### config.mk
export PLATFORM = sky130hd
export DESIGN_NAME = md_seq
export DESIGN_NICKNAME = d
export VERILOG_FILES = /design/src/rtl/md_seq.sv
export SDC_FILE = /design/constraint.sdc
export NUM_CORES = 1
export LEC_CHECK = 0
export BUFFER_PORTS_ARGS = -buffer_cell sky130_fd_sc_hd__buf_2
export CAP_MARGIN = 15
export CORE_UTILIZATION = 50
export DETAILED_ROUTE_END_ITERATION = 10
export HOLD_SLACK_MARGIN = 0.08
export PLACE_DENSITY = 0.72
export SYNTH_ARGS = -nofsm -noshare
export SYNTH_HDL_FRONTEND = slang
export SYNTH_SLANG_ARGS = --single-unit
### constraint.sdc
create_clock -name clk -period 3.1 [get_ports clk]
set_clock_uncertainty 0.05 [all_clocks]
set_input_delay 0.31 -clock clk [delete_from_list [all_inputs] [get_ports clk]]
set_output_delay 0.31 -clock clk [all_outputs]
set_load 0.05 [all_outputs]
### src/rtl/md_seq.sv
// md_seq: iterative multiply/divide sequencer with HI/LO result registers.
// Optional build macro MD_FAST_MULT_EN selects a single-cycle multiply path.
module md_seq #(
    parameter int unsigned WIDTH = 32
) (
    input  logic             clk,
    input  logic             reset_n,
    input  logic             start,
    input  logic [1:0]       op,
    input  logic [WIDTH-1:0] SrcA,
    input  logic [WIDTH-1:0] SrcB,
    input  logic             we_hi,
    input  logic             we_lo,
    output logic             busy,
    output logic             done,
    output logic [WIDTH-1:0] HI,
    output logic [WIDTH-1:0] LO
);

    localparam int unsigned CW = (WIDTH > 1) ? $clog2(WIDTH) : 1;
    localparam logic [CW-1:0] LAST = CW'(WIDTH - 1);

    typedef enum logic [1:0] {
        IDLE,
        CALC,
        FIX
    } state_t;

    state_t           state;
    logic [CW-1:0]    cnt;
    logic             is_div;
    logic             sign_a;
    logic             sign_b;
    logic [WIDTH-1:0] opnd;
    logic [2*WIDTH-1:0] acc;

    logic               in_sa;
    logic               in_sb;
    logic [WIDTH-1:0]   mag_a;
    logic [WIDTH-1:0]   mag_b;
    logic [WIDTH:0]     add_sum;
    logic [WIDTH:0]     shifted;
    logic               nonneg;
    logic [WIDTH-1:0]   diff;
    logic [2*WIDTH-1:0] step_acc;
    logic [2*WIDTH-1:0] prod;
    logic [2*WIDTH-1:0] prod_fix;
    logic [WIDTH-1:0]   quo_fix;
    logic [WIDTH-1:0]   rem_fix;

    always_comb begin
        in_sa = op[0] & SrcA[WIDTH-1];
        in_sb = op[0] & SrcB[WIDTH-1];
        mag_a = in_sa ? -SrcA : SrcA;
        mag_b = in_sb ? -SrcB : SrcB;

        // Multiply: acc = {partial high, remaining multiplier}, shifted right each step.
        add_sum = {1'b0, acc[2*WIDTH-1:WIDTH]} + (acc[0] ? {1'b0, opnd} : '0);

        // Divide: acc = {remainder, dividend/quotient}, shifted left each step.
        // A kept difference is below the divisor, so its low WIDTH bits are exact.
        shifted = acc[2*WIDTH-1:WIDTH-1];
        nonneg  = (shifted >= {1'b0, opnd});
        diff    = shifted[WIDTH-1:0] - opnd;

        if (is_div) begin
            step_acc = nonneg ? {diff, acc[WIDTH-2:0], 1'b1}
                              : {shifted[WIDTH-1:0], acc[WIDTH-2:0], 1'b0};
        end else begin
            step_acc = {add_sum, acc[WIDTH-1:1]};
        end

`ifdef MD_FAST_MULT_EN
        prod = {{WIDTH{1'b0}}, opnd} * {{WIDTH{1'b0}}, acc[WIDTH-1:0]};
`else
        prod = acc;
`endif
        prod_fix = (sign_a ^ sign_b) ? -prod : prod;
        quo_fix  = (sign_a ^ sign_b) ? -acc[WIDTH-1:0] : acc[WIDTH-1:0];
        rem_fix  = sign_a ? -acc[2*WIDTH-1:WIDTH] : acc[2*WIDTH-1:WIDTH];
    end

    always_ff @(posedge clk) begin
        if (!reset_n) begin
            state  <= IDLE;
            cnt    <= '0;
            is_div <= 1'b0;
            sign_a <= 1'b0;
            sign_b <= 1'b0;
            opnd   <= '0;
            acc    <= '0;
            busy   <= 1'b0;
            done   <= 1'b0;
            HI     <= '0;
            LO     <= '0;
        end else begin
            done <= 1'b0;
            case (state)
                IDLE: begin
                    if (we_hi) HI <= SrcA;
                    if (we_lo) LO <= SrcA;
                    if (start) begin
                        is_div <= op[1];
                        sign_a <= in_sa;
                        sign_b <= in_sb;
                        cnt    <= '0;
                        busy   <= 1'b1;
                        if (op[1]) begin
                            opnd <= mag_b;
                            acc  <= {{WIDTH{1'b0}}, mag_a};
                        end else begin
                            opnd <= mag_a;
                            acc  <= {{WIDTH{1'b0}}, mag_b};
                        end
`ifdef MD_FAST_MULT_EN
                        state <= op[1] ? CALC : FIX;
`else
                        state <= CALC;
`endif
                    end
                end
                CALC: begin
                    acc <= step_acc;
                    cnt <= cnt + CW'(1);
                    if (cnt == LAST) state <= FIX;
                end
                FIX: begin
                    if (is_div) begin
                        HI <= rem_fix;
                        LO <= quo_fix;
                    end else begin
                        HI <= prod_fix[2*WIDTH-1:WIDTH];
                        LO <= prod_fix[WIDTH-1:0];
                    end
                    state <= IDLE;
                    busy  <= 1'b0;
                    done  <= 1'b1;
                end
                default: begin
                    state <= IDLE;
                    busy  <= 1'b0;
                end
            endcase
        end
    end

endmodule

==> results.md <==
- Run status: finished clean
- Worst reg-to-reg path cell count: 16
- Initial core utilization: 0.5111
- Antenna violations before repair: 0
- Layout overhead on the synthesized area: 25.88%
- Post-Syn Nets: 2,194
- Chip Height: around 170 µm
- Warnings from Yosys: 0
- Power density over cell area: a little over 400 nW/µm²
- Remaining design rule violation count: 0
- Final cycle utilization of the critical path: 0.9871
- Share of layout cells above drive strength 1: 0.2368
- Count of unique library cells instantiated by Yosys: 84
- Area of the die: 30,190 µm²
- Startpoint kind of the worst setup timing path: register
- Count of vias placed by the detailed router: 17,103
- Hold path endpoint: busy
- Buffers added on ports: 136
- R2r startpoint: acc[0]
- Reg-to-reg slack, setup: 0.04 ns
- Fillers: roughly 2,600
- Clock latency of the later-clocked register in the worst-skew pair: 0.45 ns
- Setup TNS: 0 ns
- Synthesized area per cell: 7.191 µm²
- Overall routed net length: slightly above 60 mm
- Number of diodes added for antenna fixing: 0
- WP data required: between 3 and 4 ns
- Root buf cell: sky130_fd_sc_hd__clkbuf_16
- Post-Route Hold Slack: 0.1858 ns
- Level count of the clock H-tree: 4
- Multi-input gate area in the final layout: 11,010 µm²
- Cell area after placement: ~17,000 µm²
- Async SR Flop Fraction: 0
- Placer congestion estimate: 1.003
- CTS tree: yes
- Slew headroom: 0.4998
- Maximum VDD drop: between 0.0004 and 0.0005 V
- Post-detailed-placement half-perimeter wirelength: 47.41 mm
- Count of placed standard cells including taps: 2,698
- Reg2reg end: acc[53]
- Endpoints failing setup: 0
- Worst min-delay path class: input pin to register
- Part of the Yosys area used for sequential elements: 0.2335
- Summed instance area of the synthesized netlist: 14,750 µm²
- Clock transition time at the flip-flop clock pins of the worst setup and hold paths: 0.08 ns
- Wire per inst: 22.04 µm
- Post-route minimum period: 3.060 ns
- Number of DRC markers after the initial detailed-route iteration: 2,213
- Worst hold stages: 3
- Layout Nets: 2,482
- Leakage power total: 8.018 nW
- MaxCap Viol Count: 0
- Critical path data arrival time: 3.34 ns
- Global-route wire length before repair: 90.38 mm
- Pin count of the biggest net entering global routing: 89
- Critical Path End Type: register
- Type of the worst setup path: register to register
- Final Hold Violating Endpoints: 0
- Predominant post-synthesis flop cell: sky130_fd_sc_hd__dfxtp_1
- Via density per instance: 6.251
- EDFF count, synth: 0
- Combined flip-flop and latch cell area: 3452 µm²
- Post-route insts no fill: 2,736
- CTS hold repair buffers: 0
- Max Transition Viols Final: 0
- Maximum clock rate: 326.8 MHz
- Clock sinks: 172
- Final design area excluding fillers: 18,560 µm²
- CTS buffer count: 17
- Cells after Synth: 2,051
- Area of the placeable core: ~29,000 µm²
- Buffers from clock root to sink, at most: 2
- Hold wc startpoint: start
- Max FO, Critical Path: 4
- Length of the first detailed-routing pass in iterations: 6
- Seq cells post-synth: 172
- Unrepaired setup endpoints after global routing: yes
- Antenna violation net count after detailed routing: 0
- Die Width: 173.7 µm
- Overall global routing resource usage: 0.3870
- Gr ovfl total: 0
- Ports placed on the boundary: between 100 and 150
- Number of global-route vias before repair: ~15,000
- Site Rows: 62
- Worst Max-Slew Pin Slew: 0.7425 ns
## state kept, by name, indices dropped and copies added, names as in the netlist, 2 cells and up
register,count
state,2
LO,32
opnd,32
acc,64
HI,32
cnt,5
## worst max-delay path by stage
stage                    to  slack [ns]  cells past startpoint  startpoint
finish              acc[53]        0.04                     16      acc[0]
global route        acc[53]       -0.10                     16      acc[0]
CTS                 acc[61]       0.002                     16      acc[0]
detailed placement  acc[60]       -0.12                     15      acc[0]
global placement    acc[61]       -0.01                     16      acc[0]
floorplan            HI[12]        0.07                     13      acc[0]
## cells in the final DEF, fill, tap and decap left out, types with 12 or more instances in the layout
cell type                   instances
sky130_fd_sc_hd__buf_4            255
sky130_fd_sc_hd__nor2_1           223
sky130_fd_sc_hd__nand2_1          213
sky130_fd_sc_hd__a21oi_1          192
sky130_fd_sc_hd__dfxtp_1          165
sky130_fd_sc_hd__o21ai_0          136
sky130_fd_sc_hd__buf_2            135
sky130_fd_sc_hd__xnor2_1           88
sky130_fd_sc_hd__xor2_1            71
sky130_fd_sc_hd__inv_1             69
sky130_fd_sc_hd__ha_1              60
sky130_fd_sc_hd__nand3_1           47
sky130_fd_sc_hd__mux2i_1           41
sky130_fd_sc_hd__a31oi_1           38
sky130_fd_sc_hd__o211ai_1          38
sky130_fd_sc_hd__a211oi_1          37
sky130_fd_sc_hd__nor2b_1           37
sky130_fd_sc_hd__and3_1            32
sky130_fd_sc_hd__nor3_1            29
sky130_fd_sc_hd__a21o_1            24
sky130_fd_sc_hd__o31ai_1           22
sky130_fd_sc_hd__o21a_1            20
sky130_fd_sc_hd__a21boi_0          19
sky130_fd_sc_hd__a22oi_1           19
sky130_fd_sc_hd__clkbuf_16         18
sky130_fd_sc_hd__a21oi_2           17
sky130_fd_sc_hd__and2_1            16
sky130_fd_sc_hd__or4_1             16
sky130_fd_sc_hd__o21ai_1           15
sky130_fd_sc_hd__nand2b_1          12
## metal layers
| metal | vias up | track usage | part of all wire |
|---|---|---|---|
| li1 | 7959 | - | - |
| met1 | 8022 | 0.5471 | 0.43 |
| met2 | 1002 | 0.5747 | 0.42 |
| met3 | 120 | 0.07193 | 0.11 |
| met4 | 0 | 0.1572 | 0.040 |
| met5 | - | 0 | 0 |
## layout make-up
cell class | count | area share
Clock buffer | 19 | 0.02386
Sequential cell | 172 | 0.1860
Tap cell | 384 | 0.02588
Timing Repair Buffer | 400 | 0.1496
Inverter | 72 | 0.01469
Multi-Input combinational cell | 1676 | 0.5928
Clock inverter | 13 | 0.007144
## power breakdown
group          switching [mW]  internal, mW  leakage, nW
sequential              0.131          2.36         1.41
combinational            1.75          1.07         6.32
clock                    1.05          1.15        0.281
## kinds of logic after synthesis
logic type / share of synthesized area
compound gates: 0.2974
xor+xnor: 0.09502
fa+ha+maj: 0.06210
buf+inv: 0.05269
flops: 0.2335
mux: 0.03164
simple gates: 0.2277
## synth_stat cells, drive strengths merged, types with 7 or more instances
cell type | count | area share
or4 | 20 | 0.011
and3 | 33 | 0.014
xor2 | 71 | 0.042
buf | 20 | 0.0061
nor2b | 38 | 0.016
o21a | 20 | 0.010
nand3 | 50 | 0.018
xnor2 | 89 | 0.053
a311oi | 7 | 0.0042
o21ai | 158 | 0.054
nand4 | 8 | 0.0034
o31ai | 25 | 0.014
a21boi | 21 | 0.011
o221ai | 9 | 0.0053
o21bai | 10 | 0.0051
clkbuf | 111 | 0.028
and2 | 17 | 0.0072
a31oi | 40 | 0.017
nor2 | 230 | 0.059
a22oi | 19 | 0.0097
nand2 | 216 | 0.055
a21o | 24 | 0.012
inv | 72 | 0.018
a211oi | 44 | 0.022
mux2i | 41 | 0.028
o211ai | 38 | 0.019
a21oi | 210 | 0.072
o41ai | 13 | 0.0082
dfxtp | 172 | 0.23
ha | 70 | 0.059
nor3 | 36 | 0.015
or3 | 12 | 0.0058
nor4 | 11 | 0.0067
nand2b | 14 | 0.0059
## what timing repair did
action / in CTS / in global routing
resized for setup: 17 / 92
endpoints found under the setup margin: 12 / 39
hold endpoints to repair: 0 / 0
cloned: 0 / 1
setup buffers: 1 / 5
pin swaps: 4 / 24
## worst max-delay path: stages, from the launching register on
cell                        delay, ns
sky130_fd_sc_hd__dfxtp_2         0.37
sky130_fd_sc_hd__buf_6           0.11
sky130_fd_sc_hd__and2_4          0.14
sky130_fd_sc_hd__ha_4            0.14
sky130_fd_sc_hd__inv_2           0.04
sky130_fd_sc_hd__fa_2            0.37
sky130_fd_sc_hd__nand2b_4        0.16
sky130_fd_sc_hd__a21oi_2         0.13
sky130_fd_sc_hd__buf_6           0.14
sky130_fd_sc_hd__o211ai_1        0.12
sky130_fd_sc_hd__o2111ai_1       0.18
sky130_fd_sc_hd__a41oi_2         0.18
sky130_fd_sc_hd__o21ai_0         0.23
sky130_fd_sc_hd__xnor2_1         0.17
sky130_fd_sc_hd__buf_4           0.14
sky130_fd_sc_hd__mux2i_1         0.06
sky130_fd_sc_hd__a22o_1          0.20
## metrics by stage
stage / setup WS (ns) / power [mW] / util
after detailed placement: -0.1151 / 5.167 / 0.6053
after floorplan: 0.07395 / 4.150 / -
after global routing: -0.1005 / 7.774 / 0.6433
after CTS: 0.001883 / 7.345 / 0.6282
after global placement: -0.01206 / 5.144 / 0.6053
final: 0.04007 / 7.512 / 0.6433
No activity file was read; power rests on OpenSTA's default activity.
